--- config.mk ---
export PLATFORM = sky130hd
export DESIGN_NAME = ifm_pingpong_writer_cu
export DESIGN_NICKNAME = d
export VERILOG_FILES = /design/src/rtl/ifm_pingpong_writer_cu_pkg.sv /design/src/rtl/pingpong_bank_tracker.sv /design/src/rtl/ifm_pingpong_writer_cu.sv
export SDC_FILE = /design/constraint.sdc
export NUM_CORES = 1
export LEC_CHECK = 0
export CAP_MARGIN = 20
export CORE_MARGIN = 5
export CORE_UTILIZATION = 48
export CTS_CLUSTER_DIAMETER = 150
export CTS_CLUSTER_SIZE = 16
export DETAILED_ROUTE_END_ITERATION = 10
export PLACE_DENSITY = 0.77
export SLEW_MARGIN = 10
export SYNTH_ARGS = -nofsm -noshare
export SYNTH_HDL_FRONTEND = slang
export SYNTH_SLANG_ARGS = --single-unit
--- constraint.sdc ---
create_clock -name i_clk -period 1.83 [get_ports i_clk]
set_input_delay 0.2745 -clock i_clk [delete_from_list [all_inputs] [get_ports i_clk]]
set_output_delay 0.2745 -clock i_clk [all_outputs]
set_load 0.05 [all_outputs]
--- src/rtl/ifm_pingpong_writer_cu_pkg.sv ---
// Shared definitions for the IFM ping-pong writer control unit.
// Latency: n/a (types and constant helpers only).
// Backpressure: n/a.
package ifm_pingpong_writer_cu_pkg;

   // Read-side issue handshake states
   typedef enum logic [1:0] {
      ISSUE_IDLE = 2'd0,
      ISSUE_ACK  = 2'd1,
      ISSUE_BUSY = 2'd2
   } issue_state_t;

   // Pixels in one channel slice of a square feature map
   function automatic int slice_pixels(input int ifm_size);
      return ifm_size * ifm_size;
   endfunction

endpackage

--- src/rtl/pingpong_bank_tracker.sv ---
// Tracks occupancy of the two IFM banks plus the write and read bank pointers.
// Latency: set/clear take effect on the next clock edge.
// Backpressure: none here; the caller gates i_set on ~full[wr] and i_clr on full[rd].
// Ports: i_clk, i_reset (sync, high); i_set marks the write bank full and advances it;
//        i_clr empties the read bank and advances it; o_full, o_wr_bank, o_rd_bank.
module pingpong_bank_tracker (
   input  logic       i_clk,
   input  logic       i_reset,
   input  logic       i_set,
   input  logic       i_clr,
   output logic [1:0] o_full,
   output logic       o_wr_bank,
   output logic       o_rd_bank
);

   logic [1:0] r_full;
   logic [1:0] w_full_nxt;
   logic       r_wr_bank;
   logic       r_rd_bank;

   // Set and clear can land in the same cycle; they always target different
   // banks because a bank is only written while empty and only released while full.
   always_comb begin
      w_full_nxt = r_full;
      if (i_set) w_full_nxt[r_wr_bank] = 1'b1;
      if (i_clr) w_full_nxt[r_rd_bank] = 1'b0;
   end

   always_ff @(posedge i_clk) begin
      if (i_reset) begin
         r_full    <= 2'b00;
         r_wr_bank <= 1'b0;
         r_rd_bank <= 1'b0;
      end else begin
         r_full <= w_full_nxt;
         if (i_set) r_wr_bank <= ~r_wr_bank;
         if (i_clr) r_rd_bank <= ~r_rd_bank;
      end
   end

   assign o_full    = r_full;
   assign o_wr_bank = r_wr_bank;
   assign o_rd_bank = r_rd_bank;

endmodule

--- src/rtl/ifm_pingpong_writer_cu.sv ---
// Writes IFM channel slices into ping-pong banks and hands each slice to the conv CU.
// Latency: write strobe combinational; slice done at t -> start_to_next at t+2.
// Backpressure: in_ready drops while the write bank is still held by the consumer.
// Ports: i_clk, i_reset (sync, high); i_in_valid/o_in_ready pixel stream;
//        o_ifm_enable_write, o_ifm_address_write, o_bank_sel_write bank write side;
//        o_bank_sel_read, o_depth_index_read slice offered to consumer;
//        o_start_to_next / i_end_from_next consumer handshake; o_layer_done end of pass.
module ifm_pingpong_writer_cu
   import ifm_pingpong_writer_cu_pkg::*;
#(
   parameter int IFM_SIZE         = 9,
   parameter int IFM_DEPTH        = 28,
   parameter int ADDRESS_SIZE_IFM = $clog2(slice_pixels(IFM_SIZE)),
   parameter int DEPTH_W          = $clog2(IFM_DEPTH)
) (
   input  logic                        i_clk,
   input  logic                        i_reset,
   input  logic                        i_in_valid,
   output logic                        o_in_ready,
   output logic                        o_ifm_enable_write,
   output logic [ADDRESS_SIZE_IFM-1:0] o_ifm_address_write,
   output logic                        o_bank_sel_write,
   output logic                        o_bank_sel_read,
   output logic [DEPTH_W-1:0]          o_depth_index_read,
   output logic                        o_start_to_next,
   input  logic                        i_end_from_next,
   output logic                        o_layer_done
);

   localparam logic [ADDRESS_SIZE_IFM-1:0] LAST_ADDR  = ADDRESS_SIZE_IFM'(slice_pixels(IFM_SIZE) - 1);
   localparam logic [DEPTH_W-1:0]          LAST_DEPTH = DEPTH_W'(IFM_DEPTH - 1);

   logic [1:0]                  w_full;
   logic                        w_wr_bank;
   logic                        w_rd_bank;
   logic                        w_accept;
   logic                        w_slice_done;
   logic                        w_start;
   logic                        w_release;
   issue_state_t                r_state;
   issue_state_t                w_state_nxt;
   logic [ADDRESS_SIZE_IFM-1:0] r_addr;
   logic [DEPTH_W-1:0]          r_wr_depth;
   logic [DEPTH_W-1:0]          r_rd_depth;
   logic                        r_start;
   logic                        r_layer_done;

   assign o_in_ready   = ~w_full[w_wr_bank];
   assign w_accept     = i_in_valid & o_in_ready;
   assign w_slice_done = w_accept & (r_addr == LAST_ADDR);

   pingpong_bank_tracker u_bank_tracker (
      .i_clk     (i_clk),
      .i_reset   (i_reset),
      .i_set     (w_slice_done),
      .i_clr     (w_release),
      .o_full    (w_full),
      .o_wr_bank (w_wr_bank),
      .o_rd_bank (w_rd_bank)
   );

   // Issue FSM: start only when the consumer is idle, wait for it to go busy
   // (so a still-high idle level is not mistaken for completion), then release.
   always_comb begin
      w_state_nxt = r_state;
      w_start     = 1'b0;
      w_release   = 1'b0;
      case (r_state)
         ISSUE_IDLE: begin
            if (w_full[w_rd_bank] && i_end_from_next) begin
               w_start     = 1'b1;
               w_state_nxt = ISSUE_ACK;
            end
         end
         ISSUE_ACK: begin
            if (!i_end_from_next) w_state_nxt = ISSUE_BUSY;
         end
         ISSUE_BUSY: begin
            if (i_end_from_next) begin
               w_release   = 1'b1;
               w_state_nxt = ISSUE_IDLE;
            end
         end
         default: w_state_nxt = ISSUE_IDLE;
      endcase
   end

   always_ff @(posedge i_clk) begin
      if (i_reset) begin
         r_state      <= ISSUE_IDLE;
         r_start      <= 1'b0;
         r_layer_done <= 1'b0;
         r_rd_depth   <= '0;
         r_addr       <= '0;
         r_wr_depth   <= '0;
      end else begin
         r_state      <= w_state_nxt;
         r_start      <= w_start;
         r_layer_done <= w_release && (r_rd_depth == LAST_DEPTH);
         if (w_release) begin
            r_rd_depth <= (r_rd_depth == LAST_DEPTH) ? '0 : r_rd_depth + 1'b1;
         end
         if (w_accept) begin
            if (w_slice_done) begin
               r_addr     <= '0;
               r_wr_depth <= (r_wr_depth == LAST_DEPTH) ? '0 : r_wr_depth + 1'b1;
            end else begin
               r_addr <= r_addr + 1'b1;
            end
         end
      end
   end

   assign o_ifm_enable_write  = w_accept;
   assign o_ifm_address_write = r_addr;
   assign o_bank_sel_write    = w_wr_bank;
   assign o_bank_sel_read     = w_rd_bank;
   assign o_depth_index_read  = r_rd_depth;
   assign o_start_to_next     = r_start;
   assign o_layer_done        = r_layer_done;

endmodule

==> metrics.md <==
| Metric | Value |
|---|---|
| Status | complete, no violations |
| Diodes inserted | 0 |
| Antenna Violating Nets Remaining | 0 |
| Post-Synth Simple-Gate Area | 22.8% |
| Rel. slew slack | 65.8% |
| Drc violations | 0 |
| Placement row count | 16 |
| Initial Util | 49.2% |
| Clock Pin Slew Worst Setup and Hold Paths | 0.12 ns |
| Total overflow reported by the global router | 0 |
| Clock Sinks | 20 |
| Critical path startpoint category | flip-flop |
| I/O Buffers | 21 |
| Setup violators final | 0 |
| Commonest cells in the synthesized netlist | 20 x dfxtp_1, 10 x a21oi_1, 9 x nand2_1, 7 x inv_1, 6 x nor2_1 |
| Post_cts resized | 0 |
| MaxCap Viol Count | 0 |
| Hold_buf cts | 0 |
| Detailed Route Iter0 Violations | 15 |
| Worst Hold Class | flip-flop to flip-flop |
| Fmax | 558 MHz |
| CTS tree | yes |
| Share of cells above drive strength 1 | 21.7% |
| Least-Margin Pin Slew | 0.512 ns |
| Vias per inst | 5.38 |
| Cell with the most instances after synthesis | dfxtp_1 |
| Post-synthesis xor/xnor area fraction | 1.85% |
| Crit path buffers/inverters | 1 |
| Tmin final | 1.79 ns |
| Clock latency on the worst-skew pair | 0.30 ns |
| Setup Fix Bufs, Post-CTS | 0 |
| Static Leakage | 0.521 nW |
| Seq cells post-synth | 20 |
| Combinational Power Share | 7.5% |
| Sequential area share after synthesis | 42.3% |
| Synth Area in Compound Gates | 20.9% |
| Setup tns final | 0 ns |
| Pwr Density | 679 mW/mm² |
| Clk pwr share | 41.3% |
| Die Y | 54.4 µm |
| Fin. max-slew vios | 0 |
| CTS buffer count | 3 |
| WL/cell | 12.3 µm |
| CP max FO | 5 |
| Place WS | 0.166 ns |
| IR Drop Worst-Case VDD | 0.000421 V |
| Top cell type's share of synthesized area | 42.3% |
| Clock root cell | clkbuf_4 |
| Yosys cell types | 42 |
| Syn_nets | 112 |
| Mapped Area | 946 µm² |
| Fin crit share | 98.0% |
| Internal power | 0.683 mW |
| Main combinational cell family by area after synthesis | simple AND/OR/NAND/NOR gates |
| First-pass GRT wire length | 3370 µm |
| CP endpoint kind | primary output |
| Die W | 54.4 µm |
| Crit-path cells | clkdlybuf4s50_1 |
| Fin nets | 137 |
| Cells after synthesis | 105 |
| Pin count of the biggest net entering global routing | 18 |
| Share of power burned in registers | 51.2% |
| Avg Inst Size Synth | 9.01 µm² |
| CP max stage delay | 0.81 ns |
| Via count | 840 |
| Warnings, synthesis | 0 |
| Setup ws final | 0.0364 ns |
| Vias in the first global route | 782 |
| Arrival @ worst endpoint | 1.52 ns |
| Io pins | 22 |
| DRT Pass-1 Iters | 4 |
| Post-detail-place hpwl | 1470 µm |
| Routed WL | 1920 µm |
| Number of synthesized flops with an enable pin | 0 |
| RSZ-0062 raised after global routing | no |
| Ys async rst share | 0% |
| Crit path kind | flip-flop to primary output |
| Clock Tree Buf Depth | 2 |
| Final GP Congestion | 0.870 |
| GRT Util Overall | 15.5% |
| Net Sw Power | 0.178 mW |
| Post-Synth Adder-Cell Area | 3.97% |
| Sw Ratio | 20.7% |
| Max H-tree Level | 1 |
| Cell taking the most area after synthesis | dfxtp_1 |
| Synth top area cells | dfxtp_1 42%, a21oi_1 5.3%, ha_1 4.0% |
| Crit-path leading delay family | buffers and inverters |
| Most used DFF post-synth | dfxtp_1 |
| Fin. Hold Viols | 0 |
| Final Skew | 0.00915 ns |
| CP max stage cell | clkdlybuf4s50_1 |
| Die area | 0.00296 mm² |
| Synth-to-layout area growth | 34.0% |
| Initial antenna violation count | 0 |
| WP data required | 1.56 ns |
| Portion of netlist area occupied by mux cells | 3.70% |
| Core area | 0.00192 mm² |
## layout make-up
type                    instances  area, µm²
well taps                      27       33.8
flip-flops and latches         20        404
fillers                       166        654
repair buffers                 23        233
clock inverters                 1       30.0
multi-input cells              74        512
clock buffers                   3       22.5
inverters                       8       32.5
## placed cells by master (no fill, tap or decap), types with 3 or more instances in the layout
cell	instances
a21oi_1	10
ha_1	3
nand2_1	9
inv_1	7
clkdlybuf4s50_1	6
dlymetal6s2s_1	4
clkbuf_4	3
buf_4	11
nand3_1	4
nor2_1	6
nor3_1	3
a311oi_1	3
dfxtp_1	19
## flip-flops by register name, indices dropped and copies added, names as in the netlist
name / flops
o_depth_index_read: 5
o_ifm_address_write: 7
o_layer_done: 1
o_start_to_next: 1
r_state: 2
u_bank_tracker.o_full: 2
u_bank_tracker.o_rd_bank: 1
u_bank_tracker.o_wr_bank: 1
## power by group through the flow
stage	Clock (mW)	Sequential (mW)	Combinational, mW
finish	0.356	0.441	0.0642
global route	0.384	0.442	0.0689
CTS	0.369	0.441	0.0647
detailed placement	0	0.451	0.0646
global placement	0	0.451	0.0636
floorplan	0	0.462	0.0269
## final timing paths
path	start	end	slack (ns)	depth (start not counted)
setup / recovery	u_bank_tracker.o_wr_bank$_SDFFE_PP0N_	o_bank_sel_write	0.04	1
hold / removal	o_depth_index_read[4]$_SDFFE_PP0N_	o_depth_index_read[4]$_SDFFE_PP0N_	0.51	2
setup reg to reg	o_ifm_address_write[2]$_SDFFE_PP0P_	o_ifm_address_write[4]$_SDFFE_PP0P_	0.29	4
hold reg to reg	o_depth_index_read[4]$_SDFFE_PP0N_	o_depth_index_read[4]$_SDFFE_PP0N_	0.51	2
## cells by family (layout without fill, tap and decap cells)
kind of cell             count (synthesis)  after routing
AO/OA/AOI/OAI                           28             28
XOR/XNOR                                 2              2
adder cells (fa/ha/maj)                  3              3
buffers and inverters                   11             35
flip-flops                              20             20
multiplexers                             3              3
AND/OR/NAND/NOR                         38             38
## metal layers
layer / wire length (µm) / vias to the layer above / global-route usage [%]
met5: 0 / - / 0
met3: 84 / 2 / 2.72
met1: 870 / 389 / 19.1
met2: 943 / 17 / 25.7
li1: - / 432 / -
met4: 18 / 0 / 7.88
## metrics by stage
step	cells	hold slack (ns)	total power, mW	cell area [µm²]	utilization (%)
after floorplan	105	0.352	0.489	961	-
after detailed placement	152	0.495	0.516	1200	62.7
after global routing	156	0.548	0.895	1270	66.0
after CTS	156	0.515	0.874	1260	65.4
after global placement	152	0.487	0.515	1200	62.7
final	156	0.507	0.861	1270	66.0
Note: power is estimated with default switching activity, not from simulation.
